**src/rtl/uart_frame_parser_if.sv**
```systemverilog
// Byte-stream in / register-write and ack out bundle for uart_frame_parser.
// The parser sits on the slave side; whoever feeds it bytes is the master.
interface uart_frame_parser_if;
  logic [7:0]  rx_data;
  logic        rx_vld;
  logic        wr_en;
  logic [7:0]  wr_addr;
  logic [15:0] wr_data;
  logic        ack_req;
  logic [7:0]  ack_data;
  logic        frame_err;
  logic [7:0]  err_cnt;

  modport master (
    output rx_data, rx_vld,
    input  wr_en, wr_addr, wr_data, ack_req, ack_data, frame_err, err_cnt
  );

  modport slave (
    input  rx_data, rx_vld,
    output wr_en, wr_addr, wr_data, ack_req, ack_data, frame_err, err_cnt
  );
endinterface

```
**src/rtl/uart_frame_parser.sv**
```systemverilog
// Parses SOF/ADDR/DATA_H/DATA_L/CHK frames from a UART byte stream and turns
// each good frame into a single register write plus an ACK byte. Bad checksums
// produce a NAK and an error pulse; a stalled frame is dropped after
// TIMEOUT_CYC idle cycles with an error pulse but no response byte.
module uart_frame_parser #(
  parameter int          TIMEOUT_CYC = 520833,
  parameter logic [7:0]  SOF_BYTE    = 8'h55
) (
  input  logic          clk,
  input  logic          rst,
  uart_frame_parser_if.slave bus
);

  localparam int               CNT_W    = (TIMEOUT_CYC > 1) ? $clog2(TIMEOUT_CYC) : 1;
  localparam logic [CNT_W-1:0] CNT_LAST = CNT_W'(TIMEOUT_CYC - 1);
  localparam logic [7:0]       ACK_BYTE = 8'h06;
  localparam logic [7:0]       NAK_BYTE = 8'h15;

  typedef enum logic [2:0] {
    IDLE,
    GET_ADDR,
    GET_DH,
    GET_DL,
    GET_CHK
  } state_t;

  state_t           state_reg, state_next;
  logic [7:0]       addr_reg, addr_next;
  logic [7:0]       dh_reg, dh_next;
  logic [7:0]       dl_reg, dl_next;
  logic [7:0]       xor_reg, xor_next;
  logic [CNT_W-1:0] cnt_reg, cnt_next;
  logic             wr_en_reg, wr_en_next;
  logic [7:0]       wr_addr_reg, wr_addr_next;
  logic [15:0]      wr_data_reg, wr_data_next;
  logic             ack_req_reg, ack_req_next;
  logic [7:0]       ack_data_reg, ack_data_next;
  logic             frame_err_reg, frame_err_next;
  logic [7:0]       err_cnt_reg, err_cnt_next;
  logic [7:0]       err_cnt_inc;
  logic             timeout;

  // Saturating increment shared by the checksum-error and timeout paths.
  assign err_cnt_inc = (err_cnt_reg == 8'hFF) ? err_cnt_reg : err_cnt_reg + 8'd1;

  // Expiry only counts when no byte arrives in the same cycle: the byte wins.
  assign timeout = (state_reg != IDLE) && !bus.rx_vld && (cnt_reg == CNT_LAST);

  // State and output registers; reset abandons any frame in progress silently.
  always_ff @(posedge clk) begin
    if (rst) begin
      state_reg     <= IDLE;
      addr_reg      <= 8'h00;
      dh_reg        <= 8'h00;
      dl_reg        <= 8'h00;
      xor_reg       <= 8'h00;
      cnt_reg       <= '0;
      wr_en_reg     <= 1'b0;
      wr_addr_reg   <= 8'h00;
      wr_data_reg   <= 16'h0000;
      ack_req_reg   <= 1'b0;
      ack_data_reg  <= 8'h00;
      frame_err_reg <= 1'b0;
      err_cnt_reg   <= 8'h00;
    end else begin
      state_reg     <= state_next;
      addr_reg      <= addr_next;
      dh_reg        <= dh_next;
      dl_reg        <= dl_next;
      xor_reg       <= xor_next;
      cnt_reg       <= cnt_next;
      wr_en_reg     <= wr_en_next;
      wr_addr_reg   <= wr_addr_next;
      wr_data_reg   <= wr_data_next;
      ack_req_reg   <= ack_req_next;
      ack_data_reg  <= ack_data_next;
      frame_err_reg <= frame_err_next;
      err_cnt_reg   <= err_cnt_next;
    end
  end

  // Next-state, byte capture, timeout and strobe generation.
  always_comb begin
    state_next     = state_reg;
    addr_next      = addr_reg;
    dh_next        = dh_reg;
    dl_next        = dl_reg;
    xor_next       = xor_reg;
    cnt_next       = cnt_reg;
    wr_en_next     = 1'b0;
    wr_addr_next   = wr_addr_reg;
    wr_data_next   = wr_data_reg;
    ack_req_next   = 1'b0;
    ack_data_next  = ack_data_reg;
    frame_err_next = 1'b0;
    err_cnt_next   = err_cnt_reg;

    // Idle-gap counter: parked at 0 in IDLE, restarted by every byte.
    if (state_reg == IDLE || bus.rx_vld || timeout) begin
      cnt_next = '0;
    end else begin
      cnt_next = cnt_reg + CNT_W'(1);
    end

    if (bus.rx_vld) begin
      unique case (state_reg)
        IDLE: begin
          // Anything other than the marker is line noise and is dropped.
          if (bus.rx_data == SOF_BYTE) begin
            xor_next   = 8'h00;
            state_next = GET_ADDR;
          end
        end
        GET_ADDR: begin
          addr_next  = bus.rx_data;
          xor_next   = bus.rx_data;
          state_next = GET_DH;
        end
        GET_DH: begin
          dh_next    = bus.rx_data;
          xor_next   = xor_reg ^ bus.rx_data;
          state_next = GET_DL;
        end
        GET_DL: begin
          dl_next    = bus.rx_data;
          xor_next   = xor_reg ^ bus.rx_data;
          state_next = GET_CHK;
        end
        GET_CHK: begin
          ack_req_next = 1'b1;
          if (bus.rx_data == xor_reg) begin
            wr_en_next    = 1'b1;
            wr_addr_next  = addr_reg;
            wr_data_next  = {dh_reg, dl_reg};
            ack_data_next = ACK_BYTE;
          end else begin
            frame_err_next = 1'b1;
            ack_data_next  = NAK_BYTE;
            err_cnt_next   = err_cnt_inc;
          end
          state_next = IDLE;
        end
        default: state_next = IDLE;
      endcase
    end else if (timeout) begin
      frame_err_next = 1'b1;
      err_cnt_next   = err_cnt_inc;
      state_next     = IDLE;
    end
  end

  // Registered outputs onto the bus.
  assign bus.wr_en     = wr_en_reg;
  assign bus.wr_addr   = wr_addr_reg;
  assign bus.wr_data   = wr_data_reg;
  assign bus.ack_req   = ack_req_reg;
  assign bus.ack_data  = ack_data_reg;
  assign bus.frame_err = frame_err_reg;
  assign bus.err_cnt   = err_cnt_reg;

endmodule
```
**src/flat_wrapper.sv**
```systemverilog
// flat-port wrapper written by rule: the top's interface ports become plain ports
module uart_frame_parser_flat 
#(
  parameter int          TIMEOUT_CYC = 520833,
  parameter logic [7:0]  SOF_BYTE    = 8'h55
)
  (clk, rst, bus_rx_data, bus_rx_vld, bus_wr_en, bus_wr_addr, bus_wr_data, bus_ack_req, bus_ack_data, bus_frame_err, bus_err_cnt);
  uart_frame_parser_if bus_i ();
  input  logic clk;
  input  logic rst;
  input wire logic [$bits(bus_i.rx_data)-1:0] bus_rx_data;
  input wire logic [$bits(bus_i.rx_vld)-1:0] bus_rx_vld;
  output wire logic [$bits(bus_i.wr_en)-1:0] bus_wr_en;
  output wire logic [$bits(bus_i.wr_addr)-1:0] bus_wr_addr;
  output wire logic [$bits(bus_i.wr_data)-1:0] bus_wr_data;
  output wire logic [$bits(bus_i.ack_req)-1:0] bus_ack_req;
  output wire logic [$bits(bus_i.ack_data)-1:0] bus_ack_data;
  output wire logic [$bits(bus_i.frame_err)-1:0] bus_frame_err;
  output wire logic [$bits(bus_i.err_cnt)-1:0] bus_err_cnt;
  assign bus_i.rx_data = bus_rx_data;
  assign bus_i.rx_vld = bus_rx_vld;
  assign bus_wr_en = bus_i.wr_en;
  assign bus_wr_addr = bus_i.wr_addr;
  assign bus_wr_data = bus_i.wr_data;
  assign bus_ack_req = bus_i.ack_req;
  assign bus_ack_data = bus_i.ack_data;
  assign bus_frame_err = bus_i.frame_err;
  assign bus_err_cnt = bus_i.err_cnt;
  uart_frame_parser #(.TIMEOUT_CYC(TIMEOUT_CYC), .SOF_BYTE(SOF_BYTE)) u_core (.clk(clk), .rst(rst), .bus(bus_i));
endmodule
```
**config.mk**
```make
export PLATFORM = sky130hd
export DESIGN_NAME = uart_frame_parser_flat
export DESIGN_NICKNAME = d
export VERILOG_FILES = /design/src/rtl/uart_frame_parser_if.sv /design/src/rtl/uart_frame_parser.sv /design/src/flat_wrapper.sv
export SDC_FILE = /design/constraint.sdc
export NUM_CORES = 1
export LEC_CHECK = 0
export BUFFER_PORTS_ARGS = -buffer_cell sky130_fd_sc_hd__buf_2
export CAP_MARGIN = 20
export CORE_UTILIZATION = 38
export CTS_CLUSTER_SIZE = 10
export DETAILED_ROUTE_END_ITERATION = 6
export SYNTH_ARGS = -nofsm -noshare
export SYNTH_HDL_FRONTEND = slang
export SYNTH_SLANG_ARGS = --single-unit
```
**constraint.sdc**
```tcl
create_clock -name clk -period 1.65 [get_ports clk]
set_input_delay 0.0825 -clock clk [delete_from_list [all_inputs] [get_ports clk]]
set_output_delay 0.0825 -clock clk [all_outputs]
set_load 0.005 [all_outputs]
```
==> flow_summary.ini <==
[synthesis]
yosys.area_share.simple_pct = 22.9
synth_xor_area_share_pct = 5.82
synth_area_per_cell_um2 = 8.96
syn_inst = 437
synth-compound-area-share_pct = 8.92
synth_adder_area_share_pct = 0.959
yosys.cell_types.count = 48
synth_ff_type = dfxtp_1
seq_area_frac_synth_pct = 47.1
yosysWarnings = 0
synth_top_family_by_area = simple AND/OR/NAND/NOR gates
ys_async_sr_fraction_pct = 0
syn_area_mm2 = 0.00391
synth-edff-count = 0
synth_seq_cells = 92
synth.area.mux_share_pct = 9.59

[routing]
routedWlPerCell_um = 14.3
drc = 0
first_pass_iters = 4
dr.first_iter.drc_count = 114
detail-route-antenna-nets = 0
vias_per_cell = 4.98
vias = 3482
routed_wl_mm = 9.97

[critical_path]
cp_cell_sequence = xnor2_1 -> nand4_1 -> buf_4 -> o31ai_4 -> buf_12 -> buf_4 -> or4_4 -> a21oi_2
slowest_delay_ns = 0.51
crit_slowest_cell = or4_4
crit_top_cell = buf_4
cpLargestDelayFamily = simple AND/OR/NAND/NOR gates
endpoint_kind = flop
cp.required_ns = 1.96
crit_buf_inv = 3
cp-start-kind = flop
crit_arrival_ns = 2.10
path_max_fanout = 8
critical_path_class = reg -> reg
r2r_slack_ns = -0.15

[global_routing]
grt_util_all_layers_pct = 18.2
grt_pass1_vias = 3155
overflow = 0
grt_max_degree = 36
grt_first_pass_wirelength_mm = 14.7
antenna_found_initial = 0

[final_layout]
nets = 575
design_area_mm2 = 0.00537
finalNonFillerCells = 699
fillCellCount = 863
drive_gt1_share_pct = 35.2
seq_area_mm2 = 0.00186
multiInputGateArea_mm2 = 0.00209
syn2layout_area_growth_pct = 37.2
largest_reg_flops = 19
antennaDiodeCount = 0

[floorplanning]
core_area_mm2 = 0.00986
die_w_um = 103
die_y_um = 103
ios = 54
dieArea_mm2 = 0.0107
row_count = 36
initial_core_util_pct = 39.7

[cts]
worstSkewPairLatency_ns = 0.37
cts_tree = yes
cts-root-buf = clkbuf_8
htree_levels = 3
cts_buffers = 9
clk_pin_slew_worst_paths_ns = 0.09
cts_max_path_buffers = 2
cts_sinks = 92

[sta]
rsz0062_at_grt = true
timing.fmax_ghz = 0.557
period_share_pct = 109
fin_hold_ws_ns = 0.0155
timing.final.ws_setup_ns = -0.146
finClkSkew_ns = 0.0130
hold_viol_final = 0
final.min_clock_period_ns = 1.80
final-setup-viol-count = 32
finalMaxSlewViolations = 0

[hold_path]
holdCritPathClass = in -> reg

[place]
hpwlAfterDp_mm = 6.46
dpl_cell_area_mm2 = 0.00476
place.gp.congestion = 0.807
dp_cells = 669
port_buffers = 49

[run_status]
outcome = finished, violations left
violations = negative setup slack

[power]
powerDensity_mw_per_mm2 = 762
peakVddDrop_mv = 0.430
p_total_w = 0.00409
leakagePower_nw = 2.31

[run]
cap_viol_max_count = 0
[area by class of cell]
cell class                 instances  area share [%]
clock buffer                      10            2.56
clock inverter                     6            1.75
inverter                          10           0.699
multi-input combinational        317            39.0
sequential                        92            34.5
tap                              133            3.10
timing repair buffer             131            18.4
[through the flow]
step                      setup slack [ns]  utilization (%)  setup TNS (ns)
after floorplan                   0.000168                -               0
after global placement             -0.0993             48.3           -1.39
after detailed placement            -0.135             48.3           -2.44
after CTS                           -0.108             51.3           -2.11
after global routing                -0.205             54.5           -4.61
final                               -0.146             54.5           -1.36
[Yosys cell counts, types with 2 or more instances]
cell	number	area, µm²
a21oi_1	31	155
and2_1	2	12.5
and3_1	6	37.5
buf_1	3	11.3
buf_4	5	37.5
buf_6	5	56.3
clkbuf_1	6	22.5
dfxtp_1	92	1840
ha_1	3	37.5
inv_1	8	30.0
mux2_2	4	45.0
mux2i_1	33	330
nand2_1	46	173
nand3_1	21	105
nand4_1	9	56.3
nor2_1	75	282
nor2b_1	5	31.3
nor3_1	5	25.0
nor3b_1	2	15.0
nor4_1	3	18.8
o21ai_0	17	85.1
o31ai_1	3	22.5
or4_1	3	22.5
or4bb_1	2	22.5
xnor2_1	22	193
xor2_1	4	35.0
[worst min-delay path, delay by kind of cell]
kind	cells	cell delay, ns
AOI/OAI and AO/OA	1	0.05
buffers and inverters	1	0.14
and+or+nand+nor	1	0.08
[cells by family (layout without fill, tap and decap cells)]
group / Yosys count / count (layout)
adder cells (fa/ha/maj): 3 / 3
XOR/XNOR: 26 / 26
flip-flops: 92 / 92
AO/OA/AOI/OAI: 58 / 59
buffers and inverters: 32 / 157
AND/OR/NAND/NOR: 188 / 188
multiplexers: 37 / 37
other: 1 / 4
[where the power goes]
group / internal, W / switching [W]
clock: 0.000908 / 0.000827
sequential: 0.00222 / 0.000000237
combinational: 0.0000522 / 0.0000873
[path summary, 6_finish.rpt]
path | depth (start not counted) | start | end
max | 8 | u_core.xor_reg[5] | u_core.bus.err_cnt[5]
min | 3 | bus_rx_data[3] | u_core.xor_reg[3]
max reg2reg | 8 | u_core.xor_reg[5] | u_core.bus.err_cnt[5]
min reg2reg | 2 | u_core.addr_reg[7] | u_core.addr_reg[7]
[what timing repair did]
| item | CTS | global route |
|---|---|---|
| gates resized for setup | 8 | 37 |
| setup buffers | 1 | 4 |
| setup endpoints to repair | 34 | 54 |
| endpoints found under the hold margin | 3 | 0 |
| cloned | 0 | 6 |
| pin swaps | 3 | 15 |
| hold buffers | 3 | 0 |
[cells in the final DEF (no fill, tap or decap), types with 5 or more instances in the layout]
cell / count
nand4_1: 9
dfxtp_2: 11
mux2i_1: 32
xnor2_1: 16
dfxtp_1: 81
xnor2_2: 6
nand2_1: 45
and3_1: 5
a21oi_1: 28
o21ai_0: 17
inv_1: 6
nor2_1: 75
buf_2: 49
buf_4: 69
nor2b_1: 5
nand3_1: 19
clkbuf_8: 10
[metal layers]
| layer | track usage, % | routed length [µm] | share of wire, % |
|---|---|---|---|
| met1 | 22.6 | 4430 | 44 |
| met2 | 30.2 | 4930 | 49 |
| met3 | 3.97 | 407 | 4.1 |
| met4 | 7.91 | 203 | 2.0 |
| met5 | 0 | 0 | 0 |
Power figures use the tool's default switching activity.
